--- src/rtl/ex_stage.sv ---
// Execute stage: ID/EX and EX/MEM pipeline registers, operand forwarding,
// ALU, branch-zero flag and load-use stall detection.
module ex_stage #(
  parameter int W  = 8,
  parameter int RW = 5
) (
  input  logic          clk,
  input  logic          reset,
  input  logic          id_valid,
  input  logic [3:0]    id_alu_ctrl,
  input  logic          id_alu_src,
  input  logic [W-1:0]  id_imm,
  input  logic [W-1:0]  id_rs1_data,
  input  logic [W-1:0]  id_rs2_data,
  input  logic [RW-1:0] id_rs1,
  input  logic [RW-1:0] id_rs2,
  input  logic [RW-1:0] id_rd,
  input  logic          id_reg_write,
  input  logic          id_mem_read,
  input  logic          id_mem_write,
  input  logic          id_branch,
  input  logic          flush,
  input  logic          wb_reg_write,
  input  logic [RW-1:0] wb_rd,
  input  logic [W-1:0]  wb_data,
  output logic          ex_stall,
  output logic          mem_valid,
  output logic [W-1:0]  mem_alu_result,
  output logic [W-1:0]  mem_store_data,
  output logic [RW-1:0] mem_rd,
  output logic          mem_reg_write,
  output logic          mem_read,
  output logic          mem_write,
  output logic          mem_zero,
  output logic          mem_branch_taken
);

  typedef struct packed {
    logic          valid;
    logic [3:0]    alu_ctrl;
    logic          alu_src;
    logic [W-1:0]  imm;
    logic [W-1:0]  rs1_data;
    logic [W-1:0]  rs2_data;
    logic [RW-1:0] rs1;
    logic [RW-1:0] rs2;
    logic [RW-1:0] rd;
    logic          reg_write;
    logic          mem_read;
    logic          mem_write;
    logic          branch;
  } idex_t;

  typedef struct packed {
    logic          valid;
    logic [W-1:0]  alu_result;
    logic [W-1:0]  store_data;
    logic [RW-1:0] rd;
    logic          reg_write;
    logic          mem_read;
    logic          mem_write;
    logic          zero;
    logic          branch_taken;
  } exmem_t;

  idex_t  idex_q, idex_d;
  exmem_t exmem_q, exmem_d;

  logic          mem_fwd_ok;
  logic          hit_mem_a, hit_mem_b;
  logic          hit_wb_a, hit_wb_b;
  logic [W-1:0]  op_a, fwd_b, op_b;
  logic [W-1:0]  alu_res;

  // Load-use: the load in EX cannot supply data until it reaches WB.
  assign ex_stall = !flush && id_valid
                 && idex_q.valid && idex_q.mem_read
                 && (idex_q.rd != '0)
                 && ((idex_q.rd == id_rs1) || (idex_q.rd == id_rs2));

  always_comb begin
    idex_d           = '0;
    idex_d.valid     = id_valid;
    idex_d.alu_ctrl  = id_alu_ctrl;
    idex_d.alu_src   = id_alu_src;
    idex_d.imm       = id_imm;
    idex_d.rs1_data  = id_rs1_data;
    idex_d.rs2_data  = id_rs2_data;
    idex_d.rs1       = id_rs1;
    idex_d.rs2       = id_rs2;
    idex_d.rd        = id_rd;
    idex_d.reg_write = id_reg_write;
    idex_d.mem_read  = id_mem_read;
    idex_d.mem_write = id_mem_write;
    idex_d.branch    = id_branch;
    if (flush || ex_stall) begin
      idex_d = '0;
    end
  end

  // A load result in EX/MEM is only an address, so it is never forwarded.
  assign mem_fwd_ok = exmem_q.valid && exmem_q.reg_write
                   && !exmem_q.mem_read && (exmem_q.rd != '0);

  assign hit_mem_a = mem_fwd_ok && (exmem_q.rd == idex_q.rs1);
  assign hit_mem_b = mem_fwd_ok && (exmem_q.rd == idex_q.rs2);
  assign hit_wb_a  = wb_reg_write && (wb_rd != '0)
                  && (wb_rd == idex_q.rs1);
  assign hit_wb_b  = wb_reg_write && (wb_rd != '0)
                  && (wb_rd == idex_q.rs2);

  assign op_a  = hit_mem_a ? exmem_q.alu_result
               : hit_wb_a  ? wb_data
               :             idex_q.rs1_data;
  assign fwd_b = hit_mem_b ? exmem_q.alu_result
               : hit_wb_b  ? wb_data
               :             idex_q.rs2_data;
  assign op_b  = idex_q.alu_src ? idex_q.imm : fwd_b;

  always_comb begin
    alu_res = '0;
    case (idex_q.alu_ctrl)
      4'b0000: alu_res = op_a & op_b;
      4'b0001: alu_res = op_a | op_b;
      4'b0010: alu_res = op_a + op_b;
      4'b0110: alu_res = op_a - op_b;
      default: alu_res = '0;
    endcase
  end

  always_comb begin
    exmem_d = '0;
    if (idex_q.valid) begin
      exmem_d.valid        = 1'b1;
      exmem_d.alu_result   = alu_res;
      exmem_d.store_data   = fwd_b;
      exmem_d.rd           = idex_q.rd;
      exmem_d.reg_write    = idex_q.reg_write;
      exmem_d.mem_read     = idex_q.mem_read;
      exmem_d.mem_write    = idex_q.mem_write;
      exmem_d.zero         = (alu_res == '0);
      exmem_d.branch_taken = idex_q.branch && (alu_res == '0);
    end
  end

  always_ff @(posedge clk) begin
    if (reset) begin
      idex_q  <= '0;
      exmem_q <= '0;
    end else begin
      idex_q  <= idex_d;
      exmem_q <= flush ? '0 : exmem_d;
    end
  end

  assign mem_valid        = exmem_q.valid;
  assign mem_alu_result   = exmem_q.alu_result;
  assign mem_store_data   = exmem_q.store_data;
  assign mem_rd           = exmem_q.rd;
  assign mem_reg_write    = exmem_q.reg_write;
  assign mem_read         = exmem_q.mem_read;
  assign mem_write        = exmem_q.mem_write;
  assign mem_zero         = exmem_q.zero;
  assign mem_branch_taken = exmem_q.branch_taken;

endmodule
--- config.mk ---
export PLATFORM = sky130hd
export DESIGN_NAME = ex_stage
export DESIGN_NICKNAME = d
export VERILOG_FILES = /design/src/rtl/ex_stage.sv
export SDC_FILE = /design/constraint.sdc
export NUM_CORES = 1
export LEC_CHECK = 0
export BUFFER_PORTS_ARGS = -buffer_cell sky130_fd_sc_hd__buf_2
export CAP_MARGIN = 20
export CORE_MARGIN = 2
export CORE_UTILIZATION = 53
export CTS_CLUSTER_DIAMETER = 120
export DETAILED_ROUTE_END_ITERATION = 10
export MAX_ROUTING_LAYER = met4
export PLACE_DENSITY = 0.8
export SKIP_LAST_GASP = 1
export SYNTH_ARGS = -nofsm -noshare
export SYNTH_HDL_FRONTEND = slang
export SYNTH_SLANG_ARGS = --single-unit
export TNS_END_PERCENT = 30
--- constraint.sdc ---
create_clock -name clk -period 4.9 [get_ports clk]
set_clock_uncertainty 0.2 [all_clocks]
set_input_delay 0.49 -clock clk [delete_from_list [all_inputs] [get_ports clk]]
set_output_delay 0.49 -clock clk [all_outputs]
set_load 0.01 [all_outputs]
== Yosys cells after proc, flatten, opt, wreduce, memory -nomap -nowiden ==
Index checks and enable logic that the tools add are counted.
Operators by class
  add/sub/neg operators: 2
  eq/ne operators: 9
  muxes and demuxes: 7
  bitwise logic cells: 3
  reductions and logical operators: 26
Operators by type and width (number)
  $mux 8: 5
  $pmux 8 s4: 1
  $eq 5x5->1: 6
  $mux 27: 1
  $reduce_bool 5->1: 3
  $logic_and 1x1->1: 14
  $add 8x8->8: 1
  $and 8x8->8: 1
  $logic_not 8->1: 1
  $or 8x8->8: 1
  $sub 8x8->8: 1
  $eq 4x1->1 const B: 1
  $eq 4x2->1 const B: 1
  $eq 4x3->1 const B: 1
  $logic_not 4->1: 1
  $reduce_or 2->1: 2
  $reduce_or 3->1: 1
  $logic_not 1->1: 2
  $logic_or 1x1->1: 2
  $not 1->1: 1
Storage, ports and cells
  flip-flop bits (word level): 76
  output and inout bits: 28
  logic and storage cells: 69

== Longest topological paths before layout ==
Gate-level depths: netlist of run 1.
  word-level depth: 11
  gate-level depth with buffers: 21
  mapped depth without buffers: 20

== Least setup slack after synthesis of run 1 ==
Ideal clock, no wire load.
  path kind: in2reg
  start point: input port wb_rd[4]
  end point: register exmem_q, in the netlist mem_branch_taken
  library setup time: 88 ps
  arrival: 4283 ps
  path slack: 329 ps
  stages on the path: 20
  cell sequence: or2_1 > o21a_1 > buf_2 > nor3_4 > a211oi_1 > o31a_1 > ha_1 > nand2_1 > o21ai_0 > inv_1 > ha_1 > nor2b_1 > o21ai_0 > a21oi_1 > a211o_1 > o211ai_1 > xor3_1 > nand4_1 > or3b_4 > nor4_2
On the way
  cells in the longest elaborated chain, start to end: 10
RTL lines
  from (decl): line 24  | input logic [RW-1:0] wb_rd,
  $reduce_bool 5->1: line 107, 109
  $logic_and 1x1->1: line 107, 109
  $logic_and 1x1->1: line 110  | && (wb_rd == idex_q.rs2);
  $mux 8: line 116  | : hit_wb_b ? wb_data
  $mux 8: line 115  | assign fwd_b = hit_mem_b ? exmem_q.alu_result
  $mux 8: line 118  | assign op_b = idex_q.alu_src ? idex_q.imm : fwd_b;
  $sub 8x8->8, or another cell as far along: line 126  | 4'b0110: alu_res = op_a - op_b;
  $pmux 8 s4 (*): line 122  | case (idex_q.alu_ctrl)
  $logic_not 8->1 (*): line 142  | exmem_d.branch_taken = idex_q.branch && (alu_res == '0);
  $logic_and 1x1->1 (*): line 142
  to (signal assigned): line 152  | exmem_q <= flush ? '0 : exmem_d;
  to (decl): line 67  | exmem_t exmem_q, exmem_d;
Mark *: on every way between the ends. The rest lies on a longest branch, timed or not.
A chain may end at the register's enable or synchronous reset.

== Final worst setup path of run 1 ==
  start point: register exmem_q, in the netlist mem_rd[1]
  end point: register exmem_q, in the netlist mem_branch_taken
On the way
  cells in the longest elaborated chain, start to end: 9
RTL lines
  $reduce_bool 5->1: line 103  | && !exmem_q.mem_read && (exmem_q.rd != '0);
  $logic_and 1x1->1: line 103
  $logic_and 1x1->1: line 106  | assign hit_mem_b = mem_fwd_ok && (exmem_q.rd == idex_q.rs2);
  $mux 8: line 115
  $mux 8: line 118
  $sub 8x8->8, or another cell as far along: line 126
  $pmux 8 s4 (*): line 122
  $logic_not 8->1 (*): line 142
  $logic_and 1x1->1 (*): line 142
Marks and branches as above.

==> flow_summary_export.csv, run 1 <==
group,metric,value,unit
timing,fin_crit,4570,ps
worst_setup_path,setup.worst_path.start_class,"flip-flop",
synthesis,async_reset_ff_frac,0,
timing,layout_worst_path_cycle_share,0.9327,
cells_and_area,area.growth.synth_to_final,22.88,%
grt,antenna_found_initial,0,
die,initial_core_util,0.5473,
die,core,6794,sq um
synthesis,seq_area_frac_synth,0.4092,
place,port_buffers,93,
timing,rsz0062_at_grt,"false",
timing,clock.fmax,218.8,MHz
timing,holdWs,126.2,ps
synthesis,netlist_instances,391,
pwr,p_int,1032,uW
grt,grt.busiest_layer,"met2",
synthesis,ys_types,59,
timing,relSlewSlack,0.5201,
drt,first_pass_iters,5,
clocking,path_clk_slew,90,ps
hold_path,min_path_type,"in2reg",
pwr,comb_power_share,0.158,
timing,worst_pin_slew,718.8,ps
pwr,power.switching,369.2,uW
drt,wl_per_cell,15.86,um
grt,grt_pass1_vias,3307,
pwr,clkPwrFrac,0.380,
worst_setup_path,worstPathRequired,4980,ps
drt,ant_nets,0,
synthesis,dominantRegCellSynth,"dfxtp_1",
grt,grt-ovfl-total,0,
place,gp_congestion,0.9363,
drt,post-route-drc-count,0,
pwr,fin_total_pwr,1401,uW
synthesis,synth-seq-cells,76,
grt,grt_pass1_wl,15.10,mm
clocking,max-clock-path-buffers,2,
pwr,irDropWorstVdd,0.2137,mV
timing,slew_viol_final,0,
drt,num_vias,3277,
grt,grt_usage,0.2655,
clocking,clock-root-buffer,"clkbuf_8",
clocking,insertion_delay,360,ps
pwr,power_density,306.6,nW/um^2
worst_setup_path,worstSetupEndpointType,"flip-flop",
synthesis,synth.area.top_cells,"dfxtp_1 (41%), and2_1 (9.3%), xnor2_1 (6.8%), ha_1 (3.4%), nand2_1 (2.8%)",
synthesis,avgSynthCellArea,9.510,sq um
run,drv_cap,0,
die,ios,94,
drt,routed_wl,9.407,mm
clocking,cts_max_level,3,
die,die_h,87.76,um
clocking,cts_made_buffers,9,
clocking,cts.sinks,76,
cells_and_area,fillCellCount,534,
outcome,status,"completed",
synthesis,synth_top_cell_by_area,"dfxtp_1",
worst_setup_path,crit_chain,"or4_4, o21ai_4, nor3_2, buf_4, a211oi_1, o31ai_2, nor3_1, a31oi_1, xnor2_1, ha_1, or3_1, a211o_1, o211ai_1, xor3_1, nand4_1, or3b_4, nor4_2",
place,post-dp-hpwl,7.235,mm
worst_setup_path,max_stage_delay,570,ps
drt,avgViaCountPerCell,5.526,
synthesis,synthTopCellsByCount,"dfxtp_1 (76), and2_1 (55), xnor2_1 (29), nand2_1 (28), nor2_1 (19)",
clocking,hold_buffers,0,
grt,use_met2,0.4394,
grt,met1_usage,0.3070,
drt,drt_iter0_drc,166,
worst_setup_path,cp.arrival,4650,ps
die,die_w,87.76,um
cells_and_area,antenna_cells,0,
synthesis,syn_area,3719,sq um
die,rows,30,
worst_setup_path,cp_slowest_cell,"or4_4",
clocking,postCtsSetupRepairBufs,0,
cells_and_area,fin_nets,569,
die,die-area,7702,sq um
cells_and_area,drive_gt1_frac,0.2897,
timing,finalSetupViolCount,0,
worst_setup_path,path_class,"reg2reg",
synthesis,post-synth-top-count-cell,"dfxtp_1",
synthesis,synth_top_area_share,0.4092,
pwr,p_leak,0.002010,uW
timing,final.setup.tns,0,ps
grt,use_met3,0.06975,
pwr,swShare,0.2635,
pwr,seqPwrFrac,0.463,
timing,hold_viol,0,
grt,grt_max_degree,30,
synthesis,syn_nets,468,
synthesis,yosysWarnings,0,
synthesis,synth_edf_count,0,
worst_setup_path,cp_max_fo,6,
clocking,cts_tree,"yes",
worst paths after layout:
path	cells past startpoint	start	slack [ps]	to
min reg2reg	2	idex_q[0]	230	mem_branch_taken
max	17	mem_rd[1]	330	mem_branch_taken
min	2	id_rd[2]	130	idex_q[6]
max reg2reg	17	mem_rd[1]	330	mem_branch_taken
timing repair:
action                                  4_1_cts  5_1_grt
endpoints found under the hold margin         0        0
gates resized for setup                       0        4
endpoints found under the setup margin        0        3
worst max-delay path: cells and delay by family, from the launching register on:
family | cells | cell delay [ps]
flops | 1 | 360
simple gates | 7 | 1940
buf+inv | 1 | 170
xor+xnor | 2 | 440
compound gates | 6 | 1190
fa+ha+maj | 1 | 210
registers in the layout, summed over array words and instances (netlist names):
| signal | flops |
|---|---|
| mem_write | 1 |
| mem_store_data | 8 |
| mem_branch_taken | 1 |
| mem_valid | 1 |
| mem_read | 1 |
| mem_rd | 5 |
| mem_alu_result | 8 |
| idex_q | 49 |
| mem_reg_write | 1 |
| mem_zero | 1 |
through the flow:
step,instances,cell area (sq um),setup WS (ps),util
3_3_place_gp,575,4314,118.5,0.6350
5_1_grt,593,4569,69.91,0.6726
6_report,593,4569,329.6,0.6726
2_1_floorplan,391,3719,328.9,-
4_1_cts,591,4536,206.8,0.6676
3_5_place_dp,575,4314,-72.33,0.6350
layout make-up:
type / count / area (sq um) / area share
well taps: 96 / 120.1 / 0.02629
inverters: 12 / 45.04 / 0.009858
repair buffers: 104 / 551.8 / 0.1208
multi-input cells: 289 / 2110 / 0.4617
flip-flops and latches: 76 / 1521 / 0.3330
clock buffers: 10 / 127.6 / 0.02793
clock inverters: 6 / 93.84 / 0.02054
layer usage:
metal	wire length (um)	part of all wire
met1	3907	0.42
met2	4667	0.50
met3	630	0.067
met4	202	0.021
met5	0	0
power by group through the flow:
stage               Clock [uW]  Combinational, uW  Sequential [uW]
detailed placement           0                213              662
global route               571                241              650
global placement             0                208              662
finish                     532                221              648
floorplan                    0                151              657
CTS                        542                215              648
cell families (layout without fill, tap and decap cells):
group / count (synthesis) / in the layout / share of synthesized area
and+or+nand+nor: 158 / 158 / 0.2409
AOI/OAI and AO/OA: 65 / 65 / 0.1420
muxes: 10 / 10 / 0.02826
xor gates and xnor gates: 40 / 40 / 0.09825
adders and majority gates: 16 / 16 / 0.05249
DFF: 76 / 76 / 0.4092
buffers and inverters: 26 / 132 / 0.02894
placed cells by master, fill, tap and decap left out, drive strengths merged, types with 9 or more instances in the layout:
cell	synthesis	layout
and3	10	10
and2	55	55
nor2	20	20
mux2i	9	9
o21ai	11	11
inv	12	14
nand2	28	28
buf	3	103
nor3	17	17
xnor2	29	29
clkbuf	11	11
ha	10	10
xor2	10	10
dfxtp	76	76
No activity file was read; power rests on OpenSTA's default activity.
==> run 2, diff against run 1 <==
CORE_UTILIZATION = 55   (was 53)
CTS_BUF_LIST = sky130_fd_sc_hd__clkbuf_4 sky130_fd_sc_hd__clkbuf_8   (was default)
PLACE_DENSITY = 0.82   (was 0.8)
==> flow_summary_export.csv, run 2 (synthesized netlist as in run 1, its figures left out) <==
group,metric,value,unit
grt,grt_pass1_vias,3171,
grt,grt_usage,0.2694,
cells_and_area,antenna_cells,0,
worst_setup_path,crit_chain,"or4_4, o21ai_4, or3_4, nor2_1, o31ai_2, inv_1, ha_1, nand2_1, o21ai_0, inv_1, ha_1, nor2b_1, o21ai_1, a21oi_1, a211o_1, o211ai_1, xor3_1, nand4_1, or3b_4, nor4_2",
worst_setup_path,cp_max_fo,6,
place,post-dp-hpwl,7.130,mm
grt,grt-ovfl-total,0,
grt,grt.busiest_layer,"met2",
timing,hold_viol,0,
timing,worst_pin_slew,678.8,ps
grt,use_met3,0.05619,
die,die_h,86.23,um
cells_and_area,regMostFlops,"idex_q",
pwr,power_density,321.5,nW/um^2
drt,avgViaCountPerCell,5.651,
die,core,6459,sq um
worst_setup_path,cp_slowest_cell,"or4_4",
grt,antenna_found_initial,0,
cells_and_area,final_common_cell,"buf_2",
cells_and_area,final_cell_area,4588,sq um
grt,met1_usage,0.3335,
cells_and_area,final-seq-area,1524,sq um
grt,grt_pass1_wl,15.04,mm
die,ios,94,
timing,relSlewSlack,0.5469,
grt,use_met2,0.4327,
cells_and_area,utilization,0.7104,
drt,routed_wl,9.357,mm
cells_and_area,drive_gt1_frac,0.2946,
die,initial_core_util,0.5757,
clocking,path_clk_slew,80,ps
clocking,insertion_delay,360,ps
timing,finalSetupViolCount,0,
cells_and_area,fin_nets,571,
die,die_w,86.23,um
worst_setup_path,worstSetupEndpointType,"flip-flop",
drt,num_vias,3255,
cells_and_area,area.growth.synth_to_final,23.38,%
place,placed_area,4283,sq um
die,die-area,7435,sq um
worst_setup_path,path_class,"reg2reg",
worst_setup_path,max_stage_delay,560,ps
clocking,cts.sinks,76,
worst_setup_path,worst-path-buf-inv,2,
cells_and_area,final_cell_mix,"buf_2 (94), dfxtp_1 (74), and2_1 (55)",
grt,grt_max_degree,26,
run,drv_cap,0,
drt,first_pass_iters,5,
drt,wl_per_cell,16.24,um
worst_setup_path,setup.worst_path.start_class,"flip-flop",
die,rows,29,
timing,fin_crit,4634,ps
clocking,cts_tree,"yes",
cells_and_area,largest_reg_flops,49,
place,gp_congestion,0.9265,
worst_setup_path,critical_path.top_delay_family,"simple AND/OR/NAND/NOR gates",
hold_path,min_path_type,"in2reg",
worst_setup_path,worstPathRequired,4970,ps
clocking,max-clock-path-buffers,2,
cells_and_area,fillCellCount,501,
outcome,status,"completed",
pwr,irDropWorstVdd,0.2412,mV
drt,ant_nets,0,
pwr,p_leak,0.002041,uW
timing,layout_worst_path_cycle_share,0.9456,
clocking,clock-root-buffer,"clkbuf_8",
worst_setup_path,cp.arrival,4700,ps
clocking,cts_made_buffers,9,
timing,clock.fmax,215.8,MHz
place,port_buffers,93,
clocking,cts_max_level,3,
drt,post-route-drc-count,0,
timing,slew_viol_final,0,
cells_and_area,multiInputGateArea,2100,sq um
drt,drt_iter0_drc,261,
-- run 2: changes by cell type in the layout (fill, tap and decap cells not counted), sizes merged --
cell,change
buf,+3
inv,-2
bufinv,+1
clkinv,+1
clkinvlp,-1
-- run 2: stage by stage --
stage / hold WS (ps) / TNS, ps / total power [uW] / std cells / worst slack, ps
floorplan: 214.3 / 0 / 807.9 / 391 / 328.9
global placement: 240.9 / 0 / 870.8 / 555 / 140.4
detailed placement: 243.5 / -29.63 / 876.0 / 555 / -29.63
CTS: 114.8 / 0 / 1474 / 571 / 96.32
global route: 115.8 / -17.21 / 1528 / 576 / -17.21
finish: 124.7 / 0 / 1475 / 576 / 266.3
-- run 2: cell type report --
type / instances / share of cell area
Timing Repair Buffer: 106 / 0.1230
Tap cell: 77 / 0.02100
Clock buffer: 11 / 0.03300
Sequential cell: 76 / 0.3322
Multi-Input combinational cell: 289 / 0.4576
Inverter: 12 / 0.009817
Clock inverter: 5 / 0.02345
-- run 2: path summary, 6_finish.rpt --
check / slack (ps) / to / start / depth (start not counted)
min reg2reg: 240 / mem_branch_taken / idex_q[0] / 2
max: 270 / mem_branch_taken / mem_rd[1] / 20
min: 120 / idex_q[44] / id_alu_ctrl[0] / 2
max reg2reg: 270 / mem_branch_taken / mem_rd[1] / 20
-- run 2: repair_timing --
action / in CTS / in global routing
setup endpoints to repair: 0 / 3
hold buffers: 0 / 0
setup buffers: 0 / 3
gates resized for setup: 0 / 4
-- run 2: power by group --
group	leakage (uW)	switching, uW	internal, uW
combinational	0.00129	116	107
sequential	0.000621	13.6	634
clock	0.000130	237	368
-- run 2: metal layers --
layer / wire length [um] / up-vias / share of wire
met2: 4506 / 143 / 0.48
met1: 4140 / 1522 / 0.44
met5: 0 / - / 0
li1: - / 1569 / -
met3: 529 / 21 / 0.057
met4: 180 / 0 / 0.019
==> run 3, diff against run 2 <==
CELL_PAD_IN_SITES_DETAIL_PLACEMENT = 2   (was default)
CELL_PAD_IN_SITES_GLOBAL_PLACEMENT = 2   (was default)
CORE_UTILIZATION = 33   (was 55)
PLACE_DENSITY = default   (was 0.82)
PLACE_DENSITY_LB_ADDON = 0.1   (was default)
clock period = 5.12 ns   (was 4.9 ns; I/O delays follow)
==> flow_summary_export.csv, run 3 (synthesized netlist as in run 1, its figures left out) <==
group,metric,value,unit
outcome,status,"completed",
timing,slew_viol_final,0,
run,drv_cap,0,
timing,fin_crit,4737,ps
clocking,hold_buffers,0,
worst_setup_path,r2r-end,"mem_branch_taken",
cells_and_area,final_cell_area,4667,sq um
die,die_w,110.2,um
timing,worst_pin_slew,774.7,ps
grt,grt_pass1_vias,3468,
drt,wl_met3,530,um
die,die_h,110.2,um
drt,drt_iter0_drc,93,
pwr,swShare,0.2579,
hold_path,min_path_type,"in2reg",
timing,clock.fmax,211.1,MHz
pwr,power_density,304.7,nW/um^2
worst_setup_path,crit_path_end,"mem_branch_taken",
pwr,irDropWorstVdd,0.2130,mV
clocking,max-clock-path-buffers,2,
grt,grt-ovfl-total,0,
die,core,10940,sq um
worst_setup_path,setup.worst_path.start_class,"flip-flop",
die,initial_core_util,0.3400,
worst_setup_path,cp_slowest_cell,"or4_4",
timing,hold_viol,0,
drt,ant_nets,0,
cells_and_area,final_cells,639,
cells_and_area,utilization,0.4268,
place,port_buffers,93,
pwr,clkPwrFrac,0.410,
cells_and_area,fin_nets,571,
grt,grt_usage,0.2154,
pwr,power.switching,366.8,uW
clocking,insertion_delay,370,ps
drt,highest_layer,"met4",
pwr,seqPwrFrac,0.437,
drt,first_pass_iters,4,
die,rows,38,
worst_setup_path,crit_chain,"or4_4, o21ai_4, or3_4, nor2_1, o31ai_2, inv_1, ha_1, nand2_1, o21ai_0, inv_1, ha_1, nor2b_1, o21ai_1, a21oi_1, a211o_1, o211ai_1, xor3_1, nand4_1, or3b_4, nor4_2",
cells_and_area,final_cell_mix,"buf_2 (93), dfxtp_1 (76), and2_1 (55)",
cells_and_area,area.growth.synth_to_final,25.50,%
die,ios,94,
drt,routed_wl,11.91,mm
pwr,p_int,1055,uW
worst_setup_path,r2r.worst_path.cells,20,
drt,wl_met1,5.299,mm
worst_setup_path,worstSetupEndpointType,"flip-flop",
drt,met2_length,5.890,mm
clocking,cts_made_buffers,9,
grt,grt_pass1_wl,18.77,mm
worst_setup_path,r2r_start,"mem_rd[1]",
timing,rsz0062_at_grt,"false",
clocking,cts.sinks,76,
die,die-area,12130,sq um
clocking,cts_tree,"yes",
worst_setup_path,reg2reg_slack,380,ps
clocking,cts_max_level,3,
worst_setup_path,path_class,"reg2reg",
worst_setup_path,max_stage_delay,580,ps
drt,wl_per_cell,18.64,um
place,post-place-cells,620,
cells_and_area,regMostFlops,"idex_q",
drt,post-route-drc-count,0,
place,post-dp-hpwl,9.680,mm
timing,relSlewSlack,0.4816,
grt,antenna_found_initial,0,
grt,grt_max_degree,27,
cells_and_area,drive_gt1_frac,0.2906,
clocking,path_clk_slew,90,ps
drt,avgViaCountPerCell,5.088,
cells_and_area,final_common_cell,"buf_2",
worst_setup_path,cp_max_fo,6,
place,gp_congestion,0.8402,
worst_setup_path,worstSetupStartpoint,"mem_rd[1]",
pwr,comb_power_share,0.153,
place,placed_area,4380,sq um
timing,layout_worst_path_cycle_share,0.9252,
cells_and_area,largest_reg_flops,49,
cells_and_area,antenna_cells,0,
worst_setup_path,worstPathRequired,5210,ps
timing,final.setup.tns,0,ps
worst_setup_path,cp.arrival,4830,ps
timing,finalSetupViolCount,0,
pwr,p_leak,0.002039,uW
clocking,clock-root-buffer,"clkbuf_8",
drt,num_vias,3251,
-- run 3: metal layers --
metal,vias to the layer above,track usage
met5,-,-
met4,0,0.05893
met3,16,0.05938
met2,63,0.3536
met1,1605,0.2606
li1,1567,-
-- run 3: how the worst min path moves through the flow --
stage               from               end  slack, ps  cells past startpoint
6_report       id_imm[5]        idex_q[40]        140                      2
2_1_floorplan  idex_q[0]  mem_branch_taken        210                      2
3_5_place_dp   idex_q[0]  mem_branch_taken        250                      2
3_3_place_gp   idex_q[3]     mem_reg_write        240                      1
4_1_cts        id_imm[5]        idex_q[40]        120                      2
5_1_grt        id_imm[0]        idex_q[35]        120                      2
-- run 3: worst max-delay path: cells and delay by family, from the launching register on --
| kind | cells | cell delay, ps |
|---|---|---|
| xor gates and xnor gates | 1 | 270 |
| DFF | 1 | 370 |
| and+or+nand+nor | 8 | 1770 |
| adders and majority gates | 2 | 580 |
| AOI/OAI and AO/OA | 7 | 1260 |
| buffers and inverters | 2 | 220 |
-- run 3: per-stage QoR --
step                      setup slack [ps]  hold WS [ps]  power (uW)
final                                383.2         136.3        1422
after global routing                 61.96         124.2        1493
after CTS                            229.3         117.8        1439
after detailed placement             22.73         246.5       849.4
after global placement               210.7         240.4       841.5
after floorplan                      526.9         214.3       773.2
-- run 3: power groups by stage --
stage	sequential (uW)	clock, uW	combinational [uW]
after CTS	622	602	216
after global routing	624	626	244
after global placement	635	0	206
final	621	583	217
after detailed placement	636	0	214
after floorplan	628	0	145
-- run 3: cell type report --
cell class	instances	area, sq um
clock buffer	11	145.1
clock inverter	5	107.6
fill	1253	6269
inverter	12	45.04
multi-input combinational	289	2106
sequential	76	1521
tap	140	175.2
timing repair buffer	106	566.8
-- run 3: what timing repair did --
action / 4_1_cts / 5_1_grt
setup buffers: 0 / 3
endpoints found under the setup margin: 0 / 3
gates resized for setup: 0 / 3
